$ cat src/rtl/uart_tx_fifo_pkg.sv
// uart_tx_fifo_pkg: shared definitions for the UART transmit path.
//   - uart_state_t     : transmitter state encoding (PARITY exists in the
//                        encoding even when the parity build option is off)
//   - UART_IDLE_LEVEL  : level of the serial line when nothing is sent
//   - UART_CLK_DIV_DEFAULT / UART_DATA_W_DEFAULT : default parameter values
//   - cnt_width()      : counter width for a 0..n-1 counter, never below 1
package uart_tx_fifo_pkg;

    localparam logic UART_IDLE_LEVEL      = 1'b1;
    localparam int   UART_CLK_DIV_DEFAULT = 434;   // 50 MHz / 115200 baud
    localparam int   UART_DATA_W_DEFAULT  = 8;

    typedef enum logic [2:0] {
        ST_IDLE   = 3'd0,
        ST_FETCH  = 3'd1,
        ST_LOAD   = 3'd2,
        ST_START  = 3'd3,
        ST_DATA   = 3'd4,
        ST_PARITY = 3'd5,
        ST_STOP   = 3'd6
    } uart_state_t;

    function automatic int cnt_width(input int n);
        return ($clog2(n) < 1) ? 1 : $clog2(n);
    endfunction

endpackage

$ cat src/rtl/uart_baud_gen.sv
// uart_baud_gen: free-running bit-period counter, 0..CLK_DIV-1.
// Ports:
//   clk   in   system clock, rising edge
//   rst   in   asynchronous, active-low reset
//   clear in   restarts the count at 0 on the next edge
//   tick  out  one-cycle pulse during the last cycle of each bit period
// Parameters: CLK_DIV (clock cycles per bit, >= 2).
module uart_baud_gen
    import uart_tx_fifo_pkg::*;
#(
    parameter int CLK_DIV = UART_CLK_DIV_DEFAULT
) (
    input  logic clk,
    input  logic rst,
    input  logic clear,
    output logic tick
);

    localparam int               CNT_W = cnt_width(CLK_DIV);
    localparam logic [CNT_W-1:0] LAST  = CNT_W'(CLK_DIV - 1);

    logic [CNT_W-1:0] count;

    always_ff @(posedge clk or negedge rst) begin
        if (!rst) begin
            count <= '0;
        end else if (clear || count == LAST) begin
            count <= '0;
        end else begin
            count <= count + CNT_W'(1);
        end
    end

    // A clear in the same cycle as the wrap wins, so a freshly started
    // period is never cut short.
    assign tick = (count == LAST) && !clear;

endmodule

$ cat src/rtl/uart_tx_fifo.sv
// uart_tx_fifo: UART transmitter draining a registered-read byte FIFO.
// Pops one word whenever the FIFO is non-empty and sends it as 8N1
// (start bit, FIFO_WIDTH data bits LSB first, stop bit).
// Build option: define UART_TX_PARITY_EN to insert an even-parity bit
// between the last data bit and the stop bit.
// Ports:
//   clk        in   system clock, rising edge
//   rst        in   asynchronous, active-low reset
//   fifo_empty in   FIFO empty flag
//   fifo_rd    out  one-cycle read strobe per word
//   fifo_data  in   FIFO read data, valid the cycle after fifo_rd
//   tx         out  serial line, idles high
//   busy       out  high while a word is fetched or sent
// Parameters: FIFO_WIDTH (data bits per frame), CLK_DIV (cycles per bit).
module uart_tx_fifo
    import uart_tx_fifo_pkg::*;
#(
    parameter int FIFO_WIDTH = UART_DATA_W_DEFAULT,
    parameter int CLK_DIV    = UART_CLK_DIV_DEFAULT
) (
    input  logic                  clk,
    input  logic                  rst,
    input  logic                  fifo_empty,
    output logic                  fifo_rd,
    input  logic [FIFO_WIDTH-1:0] fifo_data,
    output logic                  tx,
    output logic                  busy
);

    localparam int               BIT_W    = cnt_width(FIFO_WIDTH);
    localparam logic [BIT_W-1:0] LAST_BIT = BIT_W'(FIFO_WIDTH - 1);

    uart_state_t           state;
    logic [FIFO_WIDTH-1:0] shift_reg;
    logic [BIT_W-1:0]      bit_cnt;
    logic                  baud_clear;
    logic                  baud_tick;
`ifdef UART_TX_PARITY_EN
    logic                  parity_bit;

    function automatic logic even_parity(input logic [FIFO_WIDTH-1:0] d);
        return ^d;
    endfunction
`endif

    // Restarting the bit timer in LOAD aligns the start bit to a full period.
    assign baud_clear = (state == ST_LOAD);

    uart_baud_gen #(
        .CLK_DIV (CLK_DIV)
    ) u_baud_gen (
        .clk   (clk),
        .rst   (rst),
        .clear (baud_clear),
        .tick  (baud_tick)
    );

    always_ff @(posedge clk or negedge rst) begin
        if (!rst) begin
            state      <= ST_IDLE;
            fifo_rd    <= 1'b0;
            tx         <= UART_IDLE_LEVEL;
            busy       <= 1'b0;
            shift_reg  <= '0;
            bit_cnt    <= '0;
`ifdef UART_TX_PARITY_EN
            parity_bit <= 1'b0;
`endif
        end else begin
            fifo_rd <= 1'b0;
            case (state)
                ST_IDLE: begin
                    tx <= UART_IDLE_LEVEL;
                    if (!fifo_empty) begin
                        state   <= ST_FETCH;
                        fifo_rd <= 1'b1;
                        busy    <= 1'b1;
                    end
                end
                // Read strobe is on the wire during this cycle; data follows.
                ST_FETCH: begin
                    state <= ST_LOAD;
                end
                ST_LOAD: begin
                    shift_reg  <= fifo_data;
                    bit_cnt    <= '0;
`ifdef UART_TX_PARITY_EN
                    parity_bit <= even_parity(fifo_data);
`endif
                    tx         <= 1'b0;
                    state      <= ST_START;
                end
                // tx always shows the bit that the shift register just gave up,
                // so shift_reg[0] is the next bit to send at each boundary.
                ST_START: begin
                    if (baud_tick) begin
                        tx        <= shift_reg[0];
                        shift_reg <= shift_reg >> 1;
                        state     <= ST_DATA;
                    end
                end
                ST_DATA: begin
                    if (baud_tick) begin
                        if (bit_cnt == LAST_BIT) begin
`ifdef UART_TX_PARITY_EN
                            tx    <= parity_bit;
                            state <= ST_PARITY;
`else
                            tx    <= UART_IDLE_LEVEL;
                            state <= ST_STOP;
`endif
                        end else begin
                            bit_cnt   <= bit_cnt + BIT_W'(1);
                            tx        <= shift_reg[0];
                            shift_reg <= shift_reg >> 1;
                        end
                    end
                end
`ifdef UART_TX_PARITY_EN
                ST_PARITY: begin
                    if (baud_tick) begin
                        tx    <= UART_IDLE_LEVEL;
                        state <= ST_STOP;
                    end
                end
`endif
                ST_STOP: begin
                    if (baud_tick) begin
                        busy  <= 1'b0;
                        state <= ST_IDLE;
                    end
                end
                default: begin
                    tx    <= UART_IDLE_LEVEL;
                    busy  <= 1'b0;
                    state <= ST_IDLE;
                end
            endcase
        end
    end

endmodule

$ cat config.mk
export PLATFORM = sky130hd
export DESIGN_NAME = uart_tx_fifo
export DESIGN_NICKNAME = d
export VERILOG_FILES = /design/src/rtl/uart_tx_fifo_pkg.sv /design/src/rtl/uart_baud_gen.sv /design/src/rtl/uart_tx_fifo.sv
export SDC_FILE = /design/constraint.sdc
export NUM_CORES = 1
export LEC_CHECK = 0
export ABC_AREA = 1
export CAP_MARGIN = 15
export CORE_MARGIN = 3
export CORE_UTILIZATION = 34
export CTS_BUF_LIST = sky130_fd_sc_hd__clkbuf_2
export DETAILED_ROUTE_END_ITERATION = 10
export GPL_ROUTABILITY_DRIVEN = 1
export RECOVER_POWER = 25
export SYNTH_ARGS = -nofsm -noshare
export SYNTH_HDL_FRONTEND = slang
export SYNTH_HIERARCHICAL = 1
export SYNTH_SLANG_ARGS = --single-unit
$ cat constraint.sdc
create_clock -name clk -period 1.7 [get_ports clk]
set_input_delay 0.34 -clock clk [delete_from_list [all_inputs] [get_ports clk]]
set_output_delay 0.34 -clock clk [all_outputs]
set_load 0.005 [all_outputs]
; After elaboration in Yosys (flattened, before gate mapping)
; Index checks and enable logic that the tools add are counted.
[word_totals]
ff_bits = 26
output_inout_bits = 3
inputBits = 11
word_cells = 60
[op_classes]
muxes = 23
bitwise = 2
n_reduce_logical = 13
n_eq_ne = 13
add_sub_neg = 2
[op_table]
columns = cell, count
row1 = 8-bit 2-to-1 mux, 3
row2 = 8-bit case mux with 3 select lines, 1
row3 = 3-bit 2-to-1 mux, 7
row4 = 3-bit case mux with 6 select lines, 1
row5 = "2-bit != test, second input constant", 6
row6 = "9-bit by 1-bit adder with 9-bit output, second input constant", 1
row7 = "3-bit == test, second input constant", 3
row8 = "9-bit == test, second input constant", 1
row9 = 9-bit 2-to-1 mux, 1
row10 = 3-bit AND reduction, 3
row11 = 1-bit 2-to-1 mux, 7
row12 = "3-bit by 2-bit == test with 1-bit output, second input constant", 2
row13 = 3-bit case mux with 2 select lines, 1
row14 = 5-bit AND reduction, 1
row15 = 1-bit case mux with 4 select lines, 1
row16 = 4-bit AND reduction, 1
row17 = 4-bit OR reduction, 1
row18 = "3-bit by 1-bit adder with 3-bit output, second input constant", 1
row19 = "3-bit by 1-bit == test with 1-bit output, second input constant", 1
row20 = 3-bit zero test, 1
row21 = 1-bit case mux with 3 select lines, 1
row22 = 3-bit nonzero test, 1
row23 = 1-bit NOT, 2
row24 = 2-bit nonzero test, 1
row25 = other kinds (4), 4

; Depth between registers and ports, before layout
; Gate-level depths: netlist of the first run.
[depth]
word_depth = 5
mapped_depth = 13
ltp_nobuf = 13

; Hierarchy
; The synthesis of the first run kept the hierarchy.
[by_module_without_submodules]
columns = mod, cells_each, area_each_um2, instances
row1 = uart_tx_fifo, 135, 974.7, 1
row2 = uart_baud_gen, 68, 508.0, 1

; Worst setup path before layout of the first run
; Ideal clock, no wire load.
[synth_timing]
kind = register to register
from = register u_baud_gen.count[0]
to = register shift_reg[0]
n_path_buf = 0
required_time_ns = 1.584
setup_slack_ns = 0.228
synth_period_minus_slack_ns = 1.472
arrival_time_ns = 1.356
path_stages_with_launch = 11
path_cell_list = dfrtp_1 > ha_1 > nand2_1 > nor2_1 > nand2_1 > nor2_1 > inv_1 > nand3_2 > nand3_2 > nand2_1 > nand2_1
[synth_via]
elab_chain_cells = 4
[synth_lines]
columns = element, line
row1 = start: declaration, uart_baud_gen.sv:22  ; logic [CNT_W-1:0] count;
row2 = start signal: assignment, uart_baud_gen.sv:30  ; count <= count + CNT_W'(1);
row3 = 9-bit == test (*), uart_baud_gen.sv:36  ; assign tick = (count == LAST) && !clear;
row4 = 1-bit logical AND (*), uart_baud_gen.sv:36
row5 = net baud_tick, uart_tx_fifo.sv:37  ; logic baud_tick;
row6 = 2-bit != test (no line), --
row7 = 4-bit AND reduction (no line) (*), --
row8 = end signal: assignment, uart_tx_fifo.sv:85  ; shift_reg <= fifo_data;
row9 = end signal: assignment, uart_tx_fifo.sv:98  ; shift_reg <= shift_reg >> 1;
row10 = end signal: assignment, uart_tx_fifo.sv:115  ; shift_reg <= shift_reg >> 1;
row11 = end: declaration, uart_tx_fifo.sv:34  ; logic [FIFO_WIDTH-1:0] shift_reg;
; Mark *: on every way through the listed nets, which the timed path passes. The rest lies on a longest branch.
; A chain may end at the register's enable or synchronous reset.

; Worst setup path after layout of the first run
[layout_timing]
from = register fifo_rd
to = output port fifo_rd
[layout_lines]
columns = element, line
row1 = start: declaration, uart_tx_fifo.sv:24  ; output logic fifo_rd,
row2 = start signal: assignment, uart_tx_fifo.sv:61  ; fifo_rd <= 1'b0;
row3 = start signal: assignment, uart_tx_fifo.sv:70  ; fifo_rd <= 1'b0;
row4 = start signal: assignment, uart_tx_fifo.sv:76  ; fifo_rd <= 1'b1;
; No word-level cell between the ends.

==> run metrics, run 1 <==
worst vdd ir 0.334 mV; Synth Area in Adders 0.0338; Final Max Slew Viols 0; iteration count of the initial detailed-routing pass 4; worst hold margin 0.480 ns; Buf+Inv Stages, Crit Path 1; DP Cell Count 270; CP Class register to output pin; Final setup viols 0; final worst-path cycle share 0.926; area post-placement 1700 um^2; H-tree levels 1; critical path fanouts, max 1; GRT overflow 0; die area 5190 um^2; Crit-path slowest cell clkdlybuf4s50_1; fin area 1780 um^2; fin util 0.434; clk sinks 26; Synth Area in XOR/XNOR 0.0177; # diodes 0; Critical Path AT 1.23 ns; share of post-route cells with drive strength above 1 0.167; Power per Cell Area 611 nW/um^2; clock buffer depth 2; Mapped Area 1480 um^2; hold crit path type input pin to asynchronous set/reset pin; GPL Wtd Cong 0.849; largest family of logic cells by synthesized area simple AND/OR/NAND/NOR gates; Rel. slew slack 0.567; clk_skew 0.00425 ns; I/O pin total 14; Synth Instances 203; fmax 635 MHz; startpoint types register; largest net degree at the start of global routing 27; # DRC 0; dpl hpwl 2220 um; Compound-Gate Fraction of Synth Area 0.0329; num rows 23; gr usage total 0.128; Simple-Gate Fraction of Synth Area 0.413; nets 243; outcome finished, final reports clean; Synth area leader dfrtp_1; worst path required time 1.36 ns; Vias/cell 4.52; Seq/Total Area, Yosys 0.440; Port Buf Inserts 13; core area 4120 um^2; Initial Utilization 0.360; Skew-Pair Late Insertion Delay 0.36 ns; die width 72.0 um; Synth Warn # 6; final hold viol count 0; synth unique cells 23; commonest non-fill, non-tap cell in the layout nand2_1; syn_nets 218; clock transition at the registers of the reported paths 0.26 ns; Largest register FFs 9; Area Growth Syn to Fin 20.3%; CTS Hold Buffers Added 0; Die Height 72.0 um; Worst Tran Pin Value 0.649 ns; TritonCTS clock tree built; first-pass GRT wire length 5370 um; final cell count without fillers 277; crit-path leading delay family buffers and inverters; Setup crit end kind output pin; worst-path cell chain clkdlybuf4s50_1; antenna-violating nets left 0; CTS Buf Count 3; DR WL/cell 10.5 um; Final Power 1.09 mW; most frequent cells in the layout nand2_1, dfrtp_1, nor2_1, inv_1, nand3_1; CP peak stage delay 0.49 ns; total wire length 2910 um; Vias 1252; vias in the first global route 1230; syn avg cell area 7.30 um^2; Tmin final 1.57 ns; Root Buffer clkbuf_2; Synth area leaders dfrtp_1, nand2_1, nor2_1; multiplexer share of the synthesized area 0; DRC marker count from the first detailed-route iteration 81; P_leak 0.938 nW; antenna violations before repair 0; max_cap viols 0; post-synth top area share 0.422; Yosys reg bits 26
==> synthesized netlist by cell type <==
library cell and count:
nand2_1 91, dfrtp_1 25, nor2_1 19, inv_1 14, nand3_1 11, inv_2 6
nand2_2 5, ha_1 4, o21ai_0 4, nand3_2 3, nand4_1 3, nor2_4 3
o21ai_1 3, nor2_2 2, xnor2_1 2, a21oi_1 1, a21oi_2 1, buf_4 1
buf_6 1, dfstp_2 1, nand2_4 1, or2_2 1, xor2_1 1
==> cell families after synthesis <==
kind of cell / Yosys count
AOI/OAI and AO/OA: 9
xor gates and xnor gates: 3
and+or+nand+nor: 139
DFF: 26
buffers and inverters: 22
adders and majority gates: 4
==> path summary, 6_finish.rpt <==
path                                      from      endpoint  slack (ns)  cells past startpoint
setup / recovery                       fifo_rd       fifo_rd        0.13                      1
hold / removal                             rst    bit_cnt[1]        0.48                      2
setup reg to reg           u_baud_gen/count[1]      state[2]        0.21                     13
hold reg to reg                   shift_reg[5]  shift_reg[5]        0.51                      2
max in group asynchronous                  rst      state[2]        0.76                      2
min in group clk                  fifo_data[7]  shift_reg[7]        0.50                      3
==> power breakdown <==
part	internal (mW)	switching [mW]
logic	0.0305	0.0253
registers	0.631	0.00537
clock network	0.202	0.195
total	0.864	0.226
==> final cells by class <==
type                       count  area (um^2)
timing repair buffer          22          196
tap                           50         62.6
sequential                    26          653
clock inverter                 1         30.0
clock buffer                   3         15.0
multi-input combinational    155          752
inverter                      20         75.1
fill                         429         2330
==> layer usage <==
metal,vias to the layer above,global-route usage,share of wire
li1,669,-,-
met1,566,0.161,0.47
met2,15,0.216,0.49
met3,2,0.0374,0.036
met4,0,0.0334,0.0076
met5,-,0,0
==> metrics by stage <==
step,setup TNS (ns),worst slack (ns)
2_1_floorplan,0,0.228
3_3_place_gp,0,0.160
3_5_place_dp,0,0.145
4_1_cts,0,0.0556
5_1_grt,-0.00124,-0.00124
6_report,0,0.126
==> timing repair <==
| item | CTS | global route |
|---|---|---|
| buffers inserted | 1 | 2 |
| setup endpoints to repair | 1 | 13 |
| cloned | 0 | 0 |
| resized for setup | 1 | 5 |
| pin swaps | 0 | 2 |
Power figures use the tool's default switching activity.
==> inputs of run 2 (changes only) <==
--- a/config.mk
+++ b/config.mk
@@ -7,11 +7,13 @@
 export LEC_CHECK = 0
 export ABC_AREA = 1
 export CAP_MARGIN = 15
+export CORE_ASPECT_RATIO = 1.75
 export CORE_MARGIN = 3
-export CORE_UTILIZATION = 34
+export CORE_UTILIZATION = 59
 export CTS_BUF_LIST = sky130_fd_sc_hd__clkbuf_2
 export DETAILED_ROUTE_END_ITERATION = 10
 export GPL_ROUTABILITY_DRIVEN = 1
+export PLACE_DENSITY = 0.82
 export RECOVER_POWER = 25
 export SYNTH_ARGS = -nofsm -noshare
 export SYNTH_HDL_FRONTEND = slang
==> run 2 against run 1 <==
Against the previous run:
- worst setup slack got worse by 0.0063 ns
- via count up 3.7%
- final cell count fell by 9.7%
- sequential power barely moved
- hold slack improved by 0.0072 ns
- critical endpoint is now busy
- largest cell class unchanged
- highest routed layer unchanged
==> run metrics, run 2 (same netlist as run 1, synthesis figures left out) <==
outcome finished, final reports clean (unchanged); DP Cell Count 244 (was 270); fin area 1730 um^2 (was 1780 um^2); startpoint types register (unchanged); R2R depth 12 (was 13); Setup TNS Final 0 ns (unchanged); share of post-route cells with drive strength above 1 0.151 (was 0.167); commonest non-fill, non-tap cell in the layout nand2_1 (unchanged); clock transition at the registers of the reported paths 0.24 ns (was 0.26 ns); Power per Cell Area 624 nW/um^2 (was 611 nW/um^2); CTS Buf Count 3 (unchanged); final hold viol count 0 (unchanged); CTS Hold Buffers Added 0 (unchanged); DRC marker count from the first detailed-route iteration 39 (was 81); Port Buf Inserts 13 (unchanged); most frequent cells in the layout nand2_1, dfrtp_1, nor2_1, inv_1 (was nand2_1, dfrtp_1, nor2_1, inv_1, nand3_1); antenna-violating nets left 0 (unchanged); worst hold margin 0.487 ns (was 0.480 ns); largest net degree at the start of global routing 27 (unchanged); worst path required time 1.36 ns (about the same); worst-path cell chain clkdlybuf4s50_1 (unchanged); Initial Utilization 0.636 (was 0.360); Rel. slew slack 0.573 (was 0.567); GRT overflow 0 (unchanged); Vias/cell 5.19 (was 4.52); cell count along the critical path 1 (unchanged); Final setup viols 0 (unchanged); num rows 23 (unchanged); Crit-path slowest cell clkdlybuf4s50_1 (unchanged); fillers 186 (was 429); hold crit path type input pin to asynchronous set/reset pin (unchanged); nets 241 (was 243); H-tree levels 1 (unchanged); Tmin final 1.58 ns (was 1.57 ns); core area 2330 um^2 (was 4120 um^2); TritonCTS clock tree built (unchanged); die width 43.9 um (was 72.0 um); critical path fanouts, max 2 (was 1); DR WL/cell 12.6 um (was 10.5 um); vias in the first global route 1311 (was 1230); dpl hpwl 2370 um (was 2220 um); antenna violations before repair 0 (unchanged); gr usage total 0.222 (was 0.128); iteration count of the initial detailed-routing pass 5 (was 4); clk_skew 0.00482 ns (was 0.00425 ns); # diodes 0 (unchanged); clock buffer depth 2 (unchanged); crit-path leading delay family buffers and inverters (unchanged); Setup crit end kind output pin (unchanged); # DRC 0 (unchanged); clk sinks 26 (unchanged); GPL Wtd Cong 0.890 (was 0.849); Skew-Pair Late Insertion Delay 0.35 ns (was 0.36 ns); worst vdd ir 0.844 mV (was 0.334 mV); fmax 633 MHz (was 635 MHz); Worst Tran Pin Value 0.640 ns (was 0.649 ns); final worst-path cycle share 0.930 (was 0.926); Die Height 72.3 um (was 72.0 um); P_leak 0.920 nW (was 0.938 nW); Vias 1298 (was 1252); Critical Path AT 1.24 ns (was 1.23 ns); area post-placement 1660 um^2 (was 1700 um^2); total wire length 3140 um (was 2910 um); CP Class register to output pin (unchanged); CP peak stage delay 0.50 ns (was 0.49 ns); first-pass GRT wire length 5440 um (was 5370 um); final cell count without fillers 250 (was 277); Buf+Inv Stages, Crit Path 1 (unchanged); max_cap viols 0 (unchanged); Final Max Slew Viols 0 (unchanged); Largest register FFs 9 (unchanged); I/O pin total 14 (unchanged); register-to-register setup slack 0.15 ns (was 0.21 ns); Area Growth Syn to Fin 17.0% (was 20.3%); die area 3170 um^2 (was 5190 um^2); Root Buffer clkbuf_2 (unchanged)
## run 2: repair_timing
action | CTS | global route
buffers inserted | 0 | 2
pin swaps | 0 | 2
setup endpoints to repair | 1 | 9
gates cloned | 0 | 0
gates resized for setup | 1 | 2
## run 2: final cells by class
class                      instances  area [um^2]  share of cell area
clock buffer                       3         15.0             0.00866
clock inverter                     1         30.0              0.0173
inverter                          20         75.1              0.0433
multi-input combinational        155          752               0.434
sequential                        26          652               0.376
tap                               25         31.3              0.0180
timing repair buffer              20          179               0.103
## run 2: where the power goes
group / switching (mW) / total [mW] / internal [mW] / leakage [nW]
registers: 0.00621 / 0.637 / 0.631 / 0.305
logic: 0.0263 / 0.0573 / 0.0309 / 0.588
clock network: 0.185 / 0.387 / 0.202 / 0.0266
## run 2: layer usage
layer,vias to the layer above,part of all wire,GRT usage
met5,-,0,0
met3,9,0.034,0.0223
met1,586,0.39,0.234
met4,0,0.020,0.0839
li1,667,-,-
met2,36,0.56,0.427
## run 2: metrics by stage
step           total power, mW  worst slack (ns)  utilization
3_5_place_dp             0.706             0.112        0.713
5_1_grt                   1.12          -0.00175        0.744
2_1_floorplan            0.662             0.228            -
3_3_place_gp             0.704             0.187        0.713
4_1_cts                   1.09            0.0758        0.732
6_report                  1.08             0.119        0.744
## run 2: final timing paths
| check | startpoint | endpoint |
|---|---|---|
| worst max-delay path | busy | busy |
| worst min register to register | tx | tx |
| min in group clk | tx | tx |
| max in group asynchronous | rst | u_baud_gen/count[3] |
| worst max register to register | u_baud_gen/count[1] | shift_reg[3] |
| worst min-delay path | rst | fifo_rd |
